File: src/rtl/ssc_pkg.sv
// Shared FSM encoding, default parameter values and sizing helper for the ADC averager.
package ssc_pkg;

    typedef enum logic [2:0] {
        ST_IDLE  = 3'd0,
        ST_CONV  = 3'd1,
        ST_WAIT  = 3'd2,
        ST_ACCUM = 3'd3,
        ST_DONE  = 3'd4
    } adc_state_e;

    localparam int DEF_NB_DATA      = 12;
    localparam int DEF_LOG2_AVG     = 2;
    localparam int DEF_CONVST_WIDTH = 4;
    localparam int DEF_TIMEOUT_CYC  = 1024;

    // Width able to hold (max(a,b) - 1), the largest value ever loaded into the cycle counter.
    function automatic int cnt_width(input int a, input int b);
        int m;
        m = (a > b) ? a : b;
        return (m > 1) ? $clog2(m) : 1;
    endfunction

endpackage

File: src/rtl/adc_cycle_counter.sv
// Loadable down-counter used for the convst pulse width and the WAIT timeout.
module adc_cycle_counter #(
    parameter int W = 4
) (
    input  logic         clk,
    input  logic         i_rst_n,
    input  logic         i_load,
    input  logic [W-1:0] i_load_val,
    input  logic         i_en,
    output logic         o_tc
);

    logic [W-1:0] cnt_q, cnt_d;

    always_comb begin
        cnt_d = cnt_q;
        if (i_load) begin
            cnt_d = i_load_val;
        end else if (i_en && (cnt_q != '0)) begin
            cnt_d = cnt_q - W'(1);
        end
    end

    always_ff @(posedge clk or negedge i_rst_n) begin
        if (!i_rst_n) begin
            cnt_q <= '0;
        end else begin
            cnt_q <= cnt_d;
        end
    end

    assign o_tc = (cnt_q == '0);

endmodule

File: src/rtl/adc_sample_averager.sv
// Triggers 2^LOG2_AVG XADC conversions and returns their truncated mean.
// Optional WAIT watchdog enabled by defining ADC_TIMEOUT_EN.
module adc_sample_averager
    import ssc_pkg::*;
#(
    parameter int NB_DATA      = DEF_NB_DATA,
    parameter int LOG2_AVG     = DEF_LOG2_AVG,
    parameter int CONVST_WIDTH = DEF_CONVST_WIDTH,
    parameter int TIMEOUT_CYC  = DEF_TIMEOUT_CYC
) (
    input  logic               clk,
    input  logic               i_rst_n,
    input  logic               i_trigger,
    input  logic [NB_DATA-1:0] i_adc_val,
    input  logic               i_adc_eoc,
    output logic               o_adc_convst,
    output logic [NB_DATA-1:0] o_result,
    output logic               o_done,
    output logic               o_busy,
    output logic               o_timeout
);

    localparam int ACC_W  = NB_DATA + LOG2_AVG;
    localparam int SCNT_W = LOG2_AVG + 1;
    localparam int CNT_W  = cnt_width(CONVST_WIDTH, TIMEOUT_CYC);
    localparam logic [SCNT_W-1:0] N_SAMPLES = SCNT_W'(1 << LOG2_AVG);
    localparam logic [CNT_W-1:0]  CONV_LOAD = CNT_W'(CONVST_WIDTH - 1);

    adc_state_e         state_q, state_d;
    logic [ACC_W-1:0]   acc_q, acc_d;
    logic [SCNT_W-1:0]  scnt_q, scnt_d;
    logic [NB_DATA-1:0] result_q, result_d;
    logic               cnt_load, cnt_en, cnt_tc;
    logic [CNT_W-1:0]   cnt_load_val;
`ifdef ADC_TIMEOUT_EN
    localparam logic [CNT_W-1:0] TMO_LOAD = CNT_W'(TIMEOUT_CYC - 1);
    logic               timeout_q, timeout_d;
`endif

    adc_cycle_counter #(.W(CNT_W)) u_cycle_counter (
        .clk        (clk),
        .i_rst_n    (i_rst_n),
        .i_load     (cnt_load),
        .i_load_val (cnt_load_val),
        .i_en       (cnt_en),
        .o_tc       (cnt_tc)
    );

    always_comb begin
        state_d      = state_q;
        acc_d        = acc_q;
        scnt_d       = scnt_q;
        result_d     = result_q;
        cnt_load     = 1'b0;
        cnt_en       = 1'b0;
        cnt_load_val = CONV_LOAD;
`ifdef ADC_TIMEOUT_EN
        timeout_d    = timeout_q;
`endif
        unique case (state_q)
            ST_IDLE: begin
                if (i_trigger) begin
                    state_d  = ST_CONV;
                    acc_d    = '0;
                    scnt_d   = '0;
                    cnt_load = 1'b1;
`ifdef ADC_TIMEOUT_EN
                    timeout_d = 1'b0;
`endif
                end
            end
            ST_CONV: begin
                if (cnt_tc) begin
                    state_d = ST_WAIT;
`ifdef ADC_TIMEOUT_EN
                    cnt_load     = 1'b1;
                    cnt_load_val = TMO_LOAD;
`endif
                end else begin
                    cnt_en = 1'b1;
                end
            end
            ST_WAIT: begin
                if (i_adc_eoc) begin
                    state_d = ST_ACCUM;
                    acc_d   = acc_q + ACC_W'(i_adc_val);
                end
`ifdef ADC_TIMEOUT_EN
                // A timed-out request still completes, but leaves the old result in place.
                else if (cnt_tc) begin
                    state_d   = ST_DONE;
                    timeout_d = 1'b1;
                end else begin
                    cnt_en = 1'b1;
                end
`endif
            end
            ST_ACCUM: begin
                scnt_d = scnt_q + SCNT_W'(1);
                if (scnt_d == N_SAMPLES) begin
                    state_d  = ST_DONE;
                    result_d = NB_DATA'(acc_q >> LOG2_AVG);
                end else begin
                    state_d  = ST_CONV;
                    cnt_load = 1'b1;
                end
            end
            ST_DONE: state_d = ST_IDLE;
            default: state_d = ST_IDLE;
        endcase
    end

    always_ff @(posedge clk or negedge i_rst_n) begin
        if (!i_rst_n) begin
            state_q  <= ST_IDLE;
            acc_q    <= '0;
            scnt_q   <= '0;
            result_q <= '0;
        end else begin
            state_q  <= state_d;
            acc_q    <= acc_d;
            scnt_q   <= scnt_d;
            result_q <= result_d;
        end
    end

`ifdef ADC_TIMEOUT_EN
    always_ff @(posedge clk or negedge i_rst_n) begin
        if (!i_rst_n) begin
            timeout_q <= 1'b0;
        end else begin
            timeout_q <= timeout_d;
        end
    end
    assign o_timeout = timeout_q;
`else
    assign o_timeout = 1'b0;
`endif

    assign o_adc_convst = (state_q == ST_CONV);
    assign o_done       = (state_q == ST_DONE);
    assign o_busy       = (state_q != ST_IDLE);
    assign o_result     = result_q;

endmodule
File: config.mk
export PLATFORM = sky130hd
export DESIGN_NAME = adc_sample_averager
export DESIGN_NICKNAME = d
export VERILOG_FILES = /design/src/rtl/ssc_pkg.sv /design/src/rtl/adc_cycle_counter.sv /design/src/rtl/adc_sample_averager.sv
export SDC_FILE = /design/constraint.sdc
export NUM_CORES = 1
export LEC_CHECK = 0
export BUFFER_PORTS_ARGS = -buffer_cell sky130_fd_sc_hd__buf_2
export CELL_PAD_IN_SITES_DETAIL_PLACEMENT = 1
export CELL_PAD_IN_SITES_GLOBAL_PLACEMENT = 1
export CORE_MARGIN = 3
export CORE_UTILIZATION = 40
export DETAILED_ROUTE_END_ITERATION = 16
export GPL_ROUTABILITY_DRIVEN = 0
export PLACE_DENSITY_LB_ADDON = 0.1
export SKIP_CTS_REPAIR_TIMING = 1
export SLEW_MARGIN = 30
export SYNTH_ARGS = -nofsm -noshare
export SYNTH_HDL_FRONTEND = slang
export SYNTH_SLANG_ARGS = --single-unit
File: constraint.sdc
create_clock -name clk -period 6 [get_ports clk]
set_clock_uncertainty 0.2 [all_clocks]
set_input_delay 1.8 -clock clk [delete_from_list [all_inputs] [get_ports clk]]
set_output_delay 1.8 -clock clk [all_outputs]
set_load 0.1 [all_outputs]
==> metrics.log, run 1 <==
INFO  metric grt_pass1_wl = 9950 µm
INFO  metric die_width = 84.9 µm
INFO  metric internal-power = 0.000747 W
INFO  metric path_class = reg2out
INFO  metric num_rows = 28
INFO  metric power.share.switching = 48.1%
INFO  metric crit_fanout = 14
INFO  metric outcome = finished clean
INFO  metric syn-instance-count = 255
INFO  metric clock_tree.buffer_depth = 2
INFO  metric grt_max_degree = 43
INFO  metric first_iter_violations = 97
INFO  metric clock_tree.root_cell = sky130_fd_sc_hd__clkbuf_8
INFO  metric power.combinational.fraction = 51.0%
INFO  metric switchingPower = 0.000692 W
INFO  metric layout.nets = 316
INFO  metric synth-edff-count = 0
INFO  metric antenna_cells_inserted = 0
INFO  metric detailroute.via_count = 1971
INFO  metric dp_worst_setup_slack = 2.26 ns
INFO  metric fin_tns_setup = 0 ns
INFO  metric worst-endpoint-required = 4.00 ns
INFO  metric finalWorstPathRequiredPeriod = 3.81 ns
INFO  metric design.portCount = 32
INFO  metric max_transition_margin = 48.1%
INFO  metric netlist-cell-type-count = 55
INFO  metric track_usage = 17.1%
INFO  metric detail_route.first_pass.iterations = 4
INFO  metric syn-mean-instance-area = 9.77 µm²
INFO  metric drt_drc_violations_left = 0
INFO  metric postPlaceCellArea = 0.00269 mm²
INFO  metric detailedPlacementHpwl = 4040 µm
INFO  metric grt_setup_unrepaired = no
INFO  metric clock_latency = 0.30 ns
INFO  metric cap_violations = 0
INFO  metric vdd_drop_max = 0.186 mV
INFO  metric synth_async_sr_flop_share = 100%
INFO  metric yosys_register_bits = 42
INFO  metric timing.final.ws_setup = 2.19 ns
INFO  metric grt.overflow.total = 0
INFO  metric clock_power_share = 15.9%
INFO  metric finalHoldViolCount = 0
INFO  metric die_area = 0.00721 mm²
INFO  metric critical_path.endpoint_type = primary output
INFO  metric slew_viol_final = 0
INFO  metric start_kind = flip-flop
INFO  metric post-route-period-util = 63.4%
INFO  metric port_buffers = 30
INFO  metric syn_to_final_growth = 12.5%
INFO  metric route.detailed.wl_per_inst = 15.9 µm
INFO  metric pwr_density_cell = 514 mW/mm²
INFO  metric synth_warnings = 0
INFO  metric synthFlopType = sky130_fd_sc_hd__dfrtp_1
INFO  metric post_drt_via_cell_ratio = 5.49
INFO  metric grt_antenna_before_repair = 0
INFO  metric wirelength = 5720 µm
INFO  metric cts_inserted_buffers = 5
INFO  metric drtAntennaViolNets = 0
INFO  metric max_slew.worst_pin.slew = 0.776 ns
INFO  metric tritoncts_num_sinks = 42
INFO  metric synth.yosys.seq_area_share = 42.2%
INFO  metric synth_nets = 288
INFO  metric post-route-cell-area = 0.00280 mm²
INFO  metric power_frac_seq = 33.1%
INFO  metric coreArea = 0.00599 mm²
INFO  metric maxClockFrequency = 263 MHz
INFO  metric mappedNetlistArea = 0.00249 mm²
INFO  metric die_h = 84.9 µm
INFO  metric initial_core_util = 41.6%
INFO  metric leakage = 1.34 nW
INFO  metric final_util = 46.8%
INFO  metric arrival = 1.81 ns
INFO  metric layout_cells_sized_above_1 = 18.7%
INFO  metric fillerInstances = 690
INFO  metric setup_violations = 0
INFO  metric min-delay-path-class = reg2reg
INFO  metric vias_in_the_first_global_route = 2023
INFO  metric cts.htree.levels = 2
INFO  metric clkSlewWorstSetupHoldPaths = 0.09 ns
INFO  metric cts_tree = built
## path summary, 6_finish.rpt
check,startpoint,slack [ns],depth (start not counted),end
worst max register to register,state_q[1],3.61,4,o_result[5]
worst min-delay path,o_result[3],0.31,1,o_result[3]
worst min register to register,o_result[3],0.31,1,o_result[3]
min in group asynchronous,i_rst_n,1.29,1,o_result[8]
max in group asynchronous,i_rst_n,3.94,1,u_cycle_counter.cnt_q[1]
worst max-delay path,state_q[0],2.19,2,o_adc_convst
## per-stage QoR
step	hold slack, ns	cells	total power [W]
after floorplan	0.270	255	0.00107
after CTS	0.311	359	0.00145
final	0.307	359	0.00144
after global routing	0.329	359	0.00156
after detailed placement	0.291	351	0.00122
after global placement	0.282	351	0.00121
## flip-flops by register name, summed over array words and instances (netlist names)
register	flops
acc_q	14
o_result	12
scnt_q	3
state_q	3
u_cycle_counter.cnt_q	10
## synthesized netlist by cell type (all sizes together) (2+ instances only)
master  instances  share of area (%)
mux2i           2               0.80
dfrtp          42                 42
a21oi          13                2.6
nand4b          2               0.70
nor3            8                1.6
o211ai          2               0.60
o21bai          3               0.90
nor2           23                3.6
or3             5                1.3
nand2b          3               0.75
a21o            2               0.60
xnor2           4                1.4
nand4           2               0.50
clkbuf          6               0.90
nand3          14                2.8
and3            2               0.50
mux2           13                5.9
o21a            2               0.60
nor2b           2               0.50
xor2           12                4.2
a211oi          5                1.5
nand2          17                2.6
inv             8                1.2
nor3b           2               0.60
o21ai          17                3.4
ha             16                8.0
buf             3               0.90
## worst max-delay path, cell delays in order, from the launching register on
cell and delay, ns:
sky130_fd_sc_hd__dfrtp_1 0.60, sky130_fd_sc_hd__nor3b_1 0.41, sky130_fd_sc_hd__buf_2 0.50
## layout make-up
cell class	count	area, µm²	share of cell area, %
clock buffer	5	68.8	2.46
inverter	8	30.0	1.07
sequential	42	1050	37.5
timing repair buffer	30	153	5.45
clock inverter	3	40.0	1.43
tap	75	93.8	3.35
multi-input combinational	196	1370	48.7
## metal layers
layer  wire length [µm]  track usage (%)  share of wire (%)
met1               3020             24.2                 53
met2               2440             26.2                 43
met3                189             3.88                3.3
met4                 65             5.18                1.1
met5                  0                0                  0
## logic make-up after synthesis
| family | after synthesis | synth area share, % |
|---|---|---|
| AND/OR/NAND/NOR | 87 | 17.8 |
| adder cells (fa/ha/maj) | 17 | 8.84 |
| AO/OA/AOI/OAI | 60 | 15.7 |
| buffers and inverters | 17 | 3.01 |
| other | 1 | 0.151 |
| multiplexers | 15 | 6.68 |
| XOR/XNOR | 16 | 5.63 |
| flip-flops | 42 | 42.2 |
## power by group through the flow
stage | clock (W) | combinational, W | sequential (W)
after CTS | 0.000237 | 0.000742 | 0.000476
after global placement | 0 | 0.000728 | 0.000477
after detailed placement | 0 | 0.000737 | 0.000481
after global routing | 0.000252 | 0.000813 | 0.000495
after floorplan | 0 | 0.000510 | 0.000562
final | 0.000228 | 0.000734 | 0.000476
## placed cells by master (no fill, tap or decap), drive strengths merged, types with 2 or more instances in the layout
cell,count
nor2,23
xor2,12
inv,8
a21oi,13
mux2i,2
nand4b,2
o21bai,3
clkinv,2
nand2b,3
nor3,8
nand4,2
nand2,17
o21ai,17
or3,5
xnor2,4
nor2b,2
a211oi,5
mux2,13
buf,30
nand3,14
o211ai,2
and3,2
clkbuf,5
o21a,2
nor3b,2
a21o,2
ha,16
dfrtp,42
No activity file was read; power rests on OpenSTA's default activity.
==> run 2: changes to the inputs <==
clock period = 3.6 ns   (was 6 ns; I/O delays follow)
==> metrics.log, run 2 (synthesis results as in run 1) <==
INFO  metric coreArea = 0.00599 mm²
INFO  metric worst_r2r_startpoint = state_q[1]
INFO  metric slew_viol_final = 0
INFO  metric seq_area = 0.00105 mm²
INFO  metric finalHoldViolCount = 0
INFO  metric detail_route.first_pass.iterations = 4
INFO  metric worst_hold_path.endpoint = o_result[6]
INFO  metric detailedPlacementHpwl = 4250 µm
INFO  metric hold_path_startpoint = o_result[6]
INFO  metric grt_max_degree = 43
INFO  metric post-route-period-util = 83.8%
INFO  metric grt_antenna_before_repair = 0
INFO  metric largest_register_ff_count = 14
INFO  metric tritoncts_num_sinks = 42
INFO  metric grt.overflow.total = 0
INFO  metric num_rows = 28
INFO  metric outcome = finished clean
INFO  metric start_kind = flip-flop
INFO  metric critical_path.endpoint_type = primary output
INFO  metric most-common-layout-cells = sky130_fd_sc_hd__dfrtp_1, sky130_fd_sc_hd__buf_2, sky130_fd_sc_hd__nor2_1
INFO  metric max_transition_margin = 48.9%
INFO  metric vdd_drop_max = 0.323 mV
INFO  metric worst-endpoint-required = 2.32 ns
INFO  metric die_area = 0.00721 mm²
INFO  metric initial_core_util = 41.6%
INFO  metric holdPathStages = 1
INFO  metric route.detailed.wl_per_inst = 16.5 µm
INFO  metric commonest_non_fill_non_tap_cell_in_the_layout = sky130_fd_sc_hd__dfrtp_1
INFO  metric cts.htree.levels = 2
INFO  metric cell_count_of_the_worst_reg_to_reg_path = 4
INFO  metric antenna_cells_inserted = 0
INFO  metric finalWorstPathRequiredPeriod = 3.02 ns
INFO  metric leakage = 1.34 nW
INFO  metric drt_drc_violations_left = 0
INFO  metric post_drt_via_cell_ratio = 5.54
INFO  metric fin_tns_setup = 0 ns
INFO  metric grt_pass1_wl = 10500 µm
INFO  metric maxClockFrequency = 332 MHz
INFO  metric first_iter_violations = 64
INFO  metric path_class = reg2out
INFO  metric layout.nets = 317
INFO  metric cts_tree = built
INFO  metric die_width = 84.9 µm
INFO  metric port_buffers = 30
INFO  metric cap_violations = 0
INFO  metric crit_fanout = 14
INFO  metric multi_input_comb_area = 0.00138 mm²
INFO  metric track_usage = 18.3%
INFO  metric layout_cells_sized_above_1 = 19.3%
INFO  metric fin_hold_ws = 0.303 ns
INFO  metric clock_latency = 0.30 ns
INFO  metric max_slew.worst_pin.slew = 0.764 ns
INFO  metric design.portCount = 32
INFO  metric vias_in_the_first_global_route = 2094
INFO  metric arrival = 1.74 ns
INFO  metric die_h = 84.9 µm
INFO  metric reg2reg_to = o_result[11]
INFO  metric clkSlewWorstSetupHoldPaths = 0.09 ns
INFO  metric min-delay-path-class = reg2reg
INFO  metric drtAntennaViolNets = 0
INFO  metric pwr_density_cell = 844 mW/mm²
INFO  metric grt_setup_unrepaired = no
INFO  metric largest-register = acc_q
INFO  metric setup_violations = 0
INFO  metric timing.reg2reg.setup_slack = 1.17 ns
INFO  metric wirelength = 5960 µm
INFO  metric cts_inserted_buffers = 5
INFO  metric detailroute.via_count = 1996
INFO  metric syn_to_final_growth = 12.5%
INFO  metric fillerInstances = 716
INFO  metric clock_tree.root_cell = sky130_fd_sc_hd__clkbuf_8
INFO  metric clock_tree.buffer_depth = 2
[run 2: changes by cell type in the layout (fill, tap and decap cells not counted)]
| cell | delta |
|---|---|
| sky130_fd_sc_hd__nor3b_1 | -2 |
| sky130_fd_sc_hd__nor3b_2 | +2 |
| sky130_fd_sc_hd__buf_4 | +1 |
| sky130_fd_sc_hd__bufinv_16 | -1 |
| sky130_fd_sc_hd__clkbuf_1 | +1 |
| sky130_fd_sc_hd__clkbuf_8 | +1 |
| sky130_fd_sc_hd__clkinv_2 | -1 |
[run 2: worst max-delay path by stage]
| stage | slack (ns) | to | start | depth (start not counted) |
|---|---|---|---|---|
| floorplan | 0.42 | o_done | state_q[2] | 2 |
| global placement | 0.63 | acc_q[7] | i_adc_val[1] | 7 |
| detailed placement | 0.62 | acc_q[7] | i_adc_val[1] | 7 |
| CTS | 0.57 | o_adc_convst | state_q[0] | 2 |
| global route | 0.47 | o_adc_convst | state_q[0] | 2 |
| finish | 0.58 | o_adc_convst | state_q[0] | 2 |
[run 2: worst max-delay path: stages (launching register included)]
cell                      delay (ns)
sky130_fd_sc_hd__dfrtp_1        0.62
sky130_fd_sc_hd__nor3b_2        0.34
sky130_fd_sc_hd__buf_2          0.48
[run 2: final cells by class]
cell class,instances,share of cell area [%]
clock inverter,1,0.179
inverter,8,1.07
tap,75,3.35
clock buffer,7,3.08
sequential,42,37.5
timing repair buffer,31,5.72
multi-input combinational,196,49.1
[run 2: where the power goes]
part	internal, W	switching, W
clock	0.000155	0.000168
combinational	0.000420	0.000825
sequential	0.000628	0.000169
total	0.00120	0.00116
[run 2: per-layer routing]
| metal | global-route usage [%] | vias up | share of wire [%] |
|---|---|---|---|
| li1 | - | 981 | - |
| met1 | 25.9 | 978 | 51 |
| met2 | 28.3 | 28 | 45 |
| met3 | 2.52 | 9 | 2.4 |
| met4 | 7.48 | 0 | 1.9 |
| met5 | 0 | - | 0 |
[run 2: stage by stage]
stage / cell area [µm²] / power [W] / cells / setup slack, ns / utilization, %
2_1_floorplan: 2500 / 0.00179 / 255 / 0.422 / -
3_3_place_gp: 2710 / 0.00202 / 352 / 0.629 / 45.2
3_5_place_dp: 2710 / 0.00205 / 352 / 0.619 / 45.2
4_1_cts: 2800 / 0.00239 / 360 / 0.569 / 46.8
5_1_grt: 2800 / 0.00259 / 360 / 0.473 / 46.8
6_report: 2800 / 0.00237 / 360 / 0.584 / 46.8
